## src/rtl/ctrl_pipe_hazard.sv

```systemverilog
// Decode-to-writeback control pipeline: carries the control bundle and rd through ID/EX, EX/MEM and MEM/WB,
// resolves load-use stalls and redirect flushes, and keeps saturating stall/flush cycle counters.
module ctrl_pipe_hazard #(
    parameter int REG_ADDR_W = 5,
    parameter int CNT_W      = 16
) (
    input  logic                  clk,
    input  logic                  rst,
    input  logic                  en,
    input  logic [1:0]            id_alu_op,
    input  logic                  id_alu_src,
    input  logic                  id_branch,
    input  logic                  id_jump,
    input  logic                  id_mem_read,
    input  logic                  id_mem_write,
    input  logic                  id_mem_2_reg,
    input  logic                  id_reg_write,
    input  logic [REG_ADDR_W-1:0] id_rs1,
    input  logic [REG_ADDR_W-1:0] id_rs2,
    input  logic [REG_ADDR_W-1:0] id_rd,
    input  logic                  ex_redirect,
    output logic [1:0]            ex_alu_op,
    output logic                  ex_alu_src,
    output logic                  ex_branch,
    output logic                  ex_jump,
    output logic                  ex_mem_read,
    output logic [REG_ADDR_W-1:0] ex_rd,
    output logic                  mem_mem_read,
    output logic                  mem_mem_write,
    output logic                  mem_mem_2_reg,
    output logic                  mem_reg_write,
    output logic [REG_ADDR_W-1:0] mem_rd,
    output logic                  wb_mem_2_reg,
    output logic                  wb_reg_write,
    output logic [REG_ADDR_W-1:0] wb_rd,
    output logic                  stall_if_id,
    output logic                  flush_if_id,
    output logic [CNT_W-1:0]      stall_cnt,
    output logic [CNT_W-1:0]      flush_cnt
);

    localparam logic [CNT_W-1:0] CNT_MAX = {CNT_W{1'b1}};
    localparam logic [CNT_W-1:0] CNT_ONE = {{(CNT_W-1){1'b0}}, 1'b1};

    logic [1:0]            ex_alu_op_r;
    logic                  ex_alu_src_r, ex_branch_r, ex_jump_r, ex_mem_read_r;
    logic                  ex_mem_write_r, ex_mem_2_reg_r, ex_reg_write_r;
    logic [REG_ADDR_W-1:0] ex_rd_r;
    logic                  mem_mem_read_r, mem_mem_write_r, mem_mem_2_reg_r, mem_reg_write_r;
    logic [REG_ADDR_W-1:0] mem_rd_r;
    logic                  wb_mem_2_reg_r, wb_reg_write_r;
    logic [REG_ADDR_W-1:0] wb_rd_r;
    logic [CNT_W-1:0]      stall_cnt_r, flush_cnt_r;
    logic                  haz_s, kill_id_s, stall_s;

    // Load-use detection against the instruction in EX; x0 never creates a dependency.
    always_comb begin
        haz_s     = 1'b0;
        kill_id_s = 1'b0;
        stall_s   = 1'b0;
        if (ex_mem_read_r && (ex_rd_r != {REG_ADDR_W{1'b0}}) &&
            ((ex_rd_r == id_rs1) || (ex_rd_r == id_rs2))) begin
            haz_s = 1'b1;
        end else begin
            haz_s = 1'b0;
        end
        // A redirect makes the ID instruction wrong-path, so it wins over the stall.
        kill_id_s = haz_s | ex_redirect;
        stall_s   = haz_s & ~ex_redirect;
    end

    // ID/EX register: takes the ID bundle or a bubble when the ID slot is stalled or squashed.
    always_ff @(posedge clk) begin
        if (rst || (en && kill_id_s)) begin
            ex_alu_op_r    <= 2'b00;
            ex_alu_src_r   <= 1'b0;
            ex_branch_r    <= 1'b0;
            ex_jump_r      <= 1'b0;
            ex_mem_read_r  <= 1'b0;
            ex_mem_write_r <= 1'b0;
            ex_mem_2_reg_r <= 1'b0;
            ex_reg_write_r <= 1'b0;
            ex_rd_r        <= {REG_ADDR_W{1'b0}};
        end else if (en) begin
            ex_alu_op_r    <= id_alu_op;
            ex_alu_src_r   <= id_alu_src;
            ex_branch_r    <= id_branch;
            ex_jump_r      <= id_jump;
            ex_mem_read_r  <= id_mem_read;
            ex_mem_write_r <= id_mem_write;
            ex_mem_2_reg_r <= id_mem_2_reg;
            ex_reg_write_r <= id_reg_write;
            ex_rd_r        <= id_rd;
        end
    end

    // EX/MEM and MEM/WB registers: plain shift, never stalled or flushed.
    always_ff @(posedge clk) begin
        if (rst) begin
            mem_mem_read_r  <= 1'b0;
            mem_mem_write_r <= 1'b0;
            mem_mem_2_reg_r <= 1'b0;
            mem_reg_write_r <= 1'b0;
            mem_rd_r        <= {REG_ADDR_W{1'b0}};
            wb_mem_2_reg_r  <= 1'b0;
            wb_reg_write_r  <= 1'b0;
            wb_rd_r         <= {REG_ADDR_W{1'b0}};
        end else if (en) begin
            mem_mem_read_r  <= ex_mem_read_r;
            mem_mem_write_r <= ex_mem_write_r;
            mem_mem_2_reg_r <= ex_mem_2_reg_r;
            mem_reg_write_r <= ex_reg_write_r;
            mem_rd_r        <= ex_rd_r;
            wb_mem_2_reg_r  <= mem_mem_2_reg_r;
            wb_reg_write_r  <= mem_reg_write_r;
            wb_rd_r         <= mem_rd_r;
        end
    end

    // Saturating performance counters for stall and redirect cycles.
    always_ff @(posedge clk) begin
        if (rst) begin
            stall_cnt_r <= {CNT_W{1'b0}};
            flush_cnt_r <= {CNT_W{1'b0}};
        end else if (en) begin
            if (stall_s && (stall_cnt_r != CNT_MAX)) begin
                stall_cnt_r <= stall_cnt_r + CNT_ONE;
            end
            if (ex_redirect && (flush_cnt_r != CNT_MAX)) begin
                flush_cnt_r <= flush_cnt_r + CNT_ONE;
            end
        end
    end

    assign ex_alu_op     = ex_alu_op_r;
    assign ex_alu_src    = ex_alu_src_r;
    assign ex_branch     = ex_branch_r;
    assign ex_jump       = ex_jump_r;
    assign ex_mem_read   = ex_mem_read_r;
    assign ex_rd         = ex_rd_r;
    assign mem_mem_read  = mem_mem_read_r;
    assign mem_mem_write = mem_mem_write_r;
    assign mem_mem_2_reg = mem_mem_2_reg_r;
    assign mem_reg_write = mem_reg_write_r;
    assign mem_rd        = mem_rd_r;
    assign wb_mem_2_reg  = wb_mem_2_reg_r;
    assign wb_reg_write  = wb_reg_write_r;
    assign wb_rd         = wb_rd_r;
    assign stall_if_id   = stall_s;
    assign flush_if_id   = ex_redirect;
    assign stall_cnt     = stall_cnt_r;
    assign flush_cnt     = flush_cnt_r;

endmodule

```

## config.mk

```make
export PLATFORM = sky130hd
export DESIGN_NAME = ctrl_pipe_hazard
export DESIGN_NICKNAME = d
export VERILOG_FILES = /design/src/rtl/ctrl_pipe_hazard.sv
export SDC_FILE = /design/constraint.sdc
export NUM_CORES = 1
export LEC_CHECK = 0
export ABC_CLOCK_PERIOD_IN_PS = 2700
export BUFFER_PORTS_ARGS = -buffer_cell sky130_fd_sc_hd__buf_2
export CORE_UTILIZATION = 53
export CTS_BUF_LIST = sky130_fd_sc_hd__clkbuf_4 sky130_fd_sc_hd__clkbuf_8
export CTS_CLUSTER_DIAMETER = 40
export CTS_CLUSTER_SIZE = 24
export DETAILED_ROUTE_END_ITERATION = 8
export PLACE_DENSITY_LB_ADDON = 0.08
export SLEW_MARGIN = 5
export SYNTH_ARGS = -nofsm -noshare
export SYNTH_HDL_FRONTEND = slang
export SYNTH_SLANG_ARGS = --single-unit
```

## constraint.sdc

```tcl
create_clock -name clk -period 2.7 [get_ports clk]
set_input_delay 0.27 -clock clk [delete_from_list [all_inputs] [get_ports clk]]
set_output_delay 0.27 -clock clk [all_outputs]
set_load 0.005 [all_outputs]
```

Word level (Yosys, flattened, before mapping)
Index checks and enable logic that the tools add are counted.
{"block": "word_totals", "wordCells": 39, "input_bits": 28, "register_bits": 62}
{"block": "classes", "n_bitwise": 3, "n_reduce_logical": 10, "eq_ne": 4, "add_sub_neg": 2, "mux": 1}
{"operator": "16-bit by 1-bit adder with 16-bit output, second input constant", "n": 2}
{"operator": "16-bit != test, second input constant", "n": 2}
{"operator": "5-bit == test", "n": 2}
{"operator": "1-bit logical AND", "n": 5}
{"operator": "5-bit nonzero test", "n": 1}
{"operator": "2-bit AND reduction", "n": 2}
{"operator": "1-bit logical OR", "n": 2}
{"operator": "1-bit bitwise AND", "n": 1}
{"operator": "1-bit 2-to-1 mux", "n": 1}
{"operator": "1-bit NOT", "n": 1}
{"operator": "1-bit OR", "n": 1}

Depth between registers and ports, before layout
{"block": "logic_depth", "ltp_word": 7, "mapped_depth": 7, "depth_no_buf": 6}

Least setup slack after synthesis
OpenSTA, ideal clock, no wires.
{"block": "synth_path", "path_kind": "reg2reg", "from": "register stall_cnt_r[0] (netlist: stall_cnt[0])", "to": "register stall_cnt_r[2] (netlist: stall_cnt[2])", "required_time_ns": 2.579, "period_less_slack_ns": 2.037, "path_stages_with_launch": 7, "t_arrival_ns": 1.915, "path_buffers": 0, "path_slack_ns": 0.663, "cell_sequence": "dfxtp_1 > ha_1 > nand4_1 > or4_4 > nor4bb_4 > and4_4 > mux2_4"}
{"block": "synth_between", "elab_chain_len": 3, "word_cells_on_any_way": 4, "classes_between": "add/sub: 1; eq/ne: 1; reduce/logical: 2"}
{"element": "start: declaration", "line_no": "53", "text": "logic [CNT_W-1:0] stall_cnt_r, flush_cnt_r;"}
{"element": "start signal: assignment", "line_no": "123", "text": "stall_cnt_r <= {CNT_W{1'b0}};"}
{"element": "start signal: assignment", "line_no": "127", "text": "stall_cnt_r <= stall_cnt_r + CNT_ONE;"}
{"element": "parallel branches: the longest is 3 deep, another holds 16-bit by 1-bit adder with 16-bit output"}
Parallel ways; which one is timed is not known.
A chain may end at the register's enable or synchronous reset.

Final worst setup path
{"block": "layout_path", "from": "register stall_cnt_r[0] (netlist: stall_cnt[0])", "to": "register stall_cnt_r[0] (netlist: stall_cnt[0])"}
The elaborated chain is that of the path after synthesis.

==> reports/results.ini <==
[run_status]
status=finished, final reports clean

[cells_and_area]
stdcell_area_um2=3620
drive_gt1_share_pct=31.3
multiInputGateArea_um2=1590
nets=428
diodes=0
fillCellCount=452
layout_commonest_cell=buf_2
final_cells=473
register_area_um2=1240
layout_common_cells=buf_2, dfxtp_1, nor2_1
areaGrowthSynthToFinish_pct=24.3

[clock_tree]
cts_made_buffers=9
clk_pin_slew_ns=0.06
post_cts_buffers=0
cts_buffer_depth=2
root_buffer=clkbuf_8
holdBufCountCts=0
cts_tree=yes
htreeDepth=3
cts.sinks=62
clock_latency_ns=0.33
post_cts_resized=0

[placement]
placedCellCount=457
port_buffers=88
post_dp_cell_area_um2=3380
dpl.hpwl_um=4650
routabilityCongestion=0.779

[logic_synthesis]
yosys.area.top_type=dfxtp_1
synth_seq_cells=62
synth.cell_area_um2=2910
yosysSeqAreaShare_pct=42.6
post_synth_main_area_contributors=dfxtp_1, nor2_1, mux2i_1
synth_async_sr_flop_share_pct=0
synth_top_area_share_pct=42.6
synth_cell_type_count=48
synth-edff-count=0
synth_flop_cell=dfxtp_1
syn-num-nets=345
synthCells=315
synth_warnings=0
synth.avg_cell_area_um2=9.25

[timing]
min_period_ns=2.21
tns_ns=0
rsz0062_at_grt=false
fin_worst_skew_ns=0.0101
finalMaxSlewViolations=0
final-setup-viol-count=0
clock.fmax_mhz=452
fin_crit_sh_pct=82.0
hold_viol=0
relSlewSlack_pct=39.9
whs_ns=0.159
worst_slew_pin_slew_ns=0.899

[power]
peakVddDrop_mv=0.420
power_leakage_nw=1.60
power.total_w=0.00205
power_density_nw_per_um2=566

[grt]
grt_max_degree=37
grt_pass1_vias=2321
antenna_found_initial=0
grt_pass1_wl_um=10600
grt_usage_pct=22.9
overflow=0

[floorplan]
die-width_um=76.2
die_area_um2=5800
core_area_um2=5200
row_count=26
ioPinCount=89
start_util_pct=56.0
dieHeight_um=76.2

[drt]
vias=2597
wl_um=6570
wl_per_cell_um=13.9
firstDrtPassIters=4
viasPerCell=5.49
first_iter_violations=132
drc=0
ant_nets=0

[worst_setup_path]
arrival_ns=2.43
cp-end-kind=register
critPathKind=reg -> reg
critPathMaxFanout=5
startpoint_type=register
cp.required_ns=2.91

[run]
cap_violations=0

[worst_hold_path]
hold_class=in -> reg

synth_stat cells (2+ instances only):
cell and count:
a21oi_1 11, a22o_1 14, and2_1 2, and3_1 6, and4_1 4, buf_1 4, buf_2 5, clkbuf_1 8
dfxtp_1 62, ha_1 2, inv_1 2, mux2_2 8, mux2_4 2, mux2i_1 18, nand2_1 13, nand2b_1 2
nand3_1 8, nand4_1 12, nand4b_1 3, nor2_1 49, nor2b_1 11, nor3_1 8, nor4_1 6, o2111ai_1 2
o21ai_0 3, o41ai_1 2, or3_1 3, or4_1 4, or4b_1 2, xnor2_1 17, xor2_1 5
layout make-up:
cell class,count,area share (%)
clock buffer,12,4.04
timing repair buffer,90,12.6
sequential,62,34.3
tap,70,2.42
multi-input combinational,233,43.8
clock inverter,4,2.63
inverter,2,0.207
report_power, final:
part / switching (W) / leakage, nW / internal, W
clock network: 0.000339 / 0.125 / 0.000643
logic: 0.0000680 / 0.978 / 0.0000567
registers: 0.0000137 / 0.501 / 0.000929
kinds of logic (layout without fill, tap and decap cells):
family	after synthesis	in the layout	share of synthesized area (%)
AND/OR/NAND/NOR	142	142	27.0
AO/OA/AOI/OAI	39	39	9.70
flip-flops	62	62	42.6
buffers and inverters	20	108	2.92
XOR/XNOR	22	22	6.61
adder cells (fa/ha/maj)	2	2	0.859
multiplexers	28	28	10.3
critical path: stages (launching register included):
cell      delay, ns
dfxtp_1        0.41
ha_1           0.23
nand4_1        0.19
or4_4          0.57
nor4bb_4       0.21
and3_4         0.21
mux2_4         0.28
per-stage QoR:
stage	worst slack [ns]	util, %
final	0.486	69.6
after global routing	0.352	69.6
after CTS	0.497	69.6
after detailed placement	0.504	64.9
after global placement	0.606	64.9
after floorplan	0.663	-
worst paths after layout:
kind                            depth (start not counted)                        end  slack, ns                 startpoint
worst min-delay path                                    2     ex_branch$_SDFFE_PP0P_       0.16                  id_branch
worst min register to register                          1  ex_alu_op[1]$_SDFFE_PP0P_       0.47  ex_alu_op[1]$_SDFFE_PP0P_
worst max register to register                          6  stall_cnt[0]$_SDFFE_PP0P_       0.49  stall_cnt[0]$_SDFFE_PP0P_
worst max-delay path                                    6  stall_cnt[0]$_SDFFE_PP0P_       0.49  stall_cnt[0]$_SDFFE_PP0P_
per-layer routing:
metal	global-route usage [%]	up-vias	wire length (um)
met5	0	-	0
met4	8.08	0	64
met3	7.78	6	420
met2	36.7	80	3070
met1	28.7	1215	3020
li1	-	1296	-
Power figures use the tool's default switching activity.
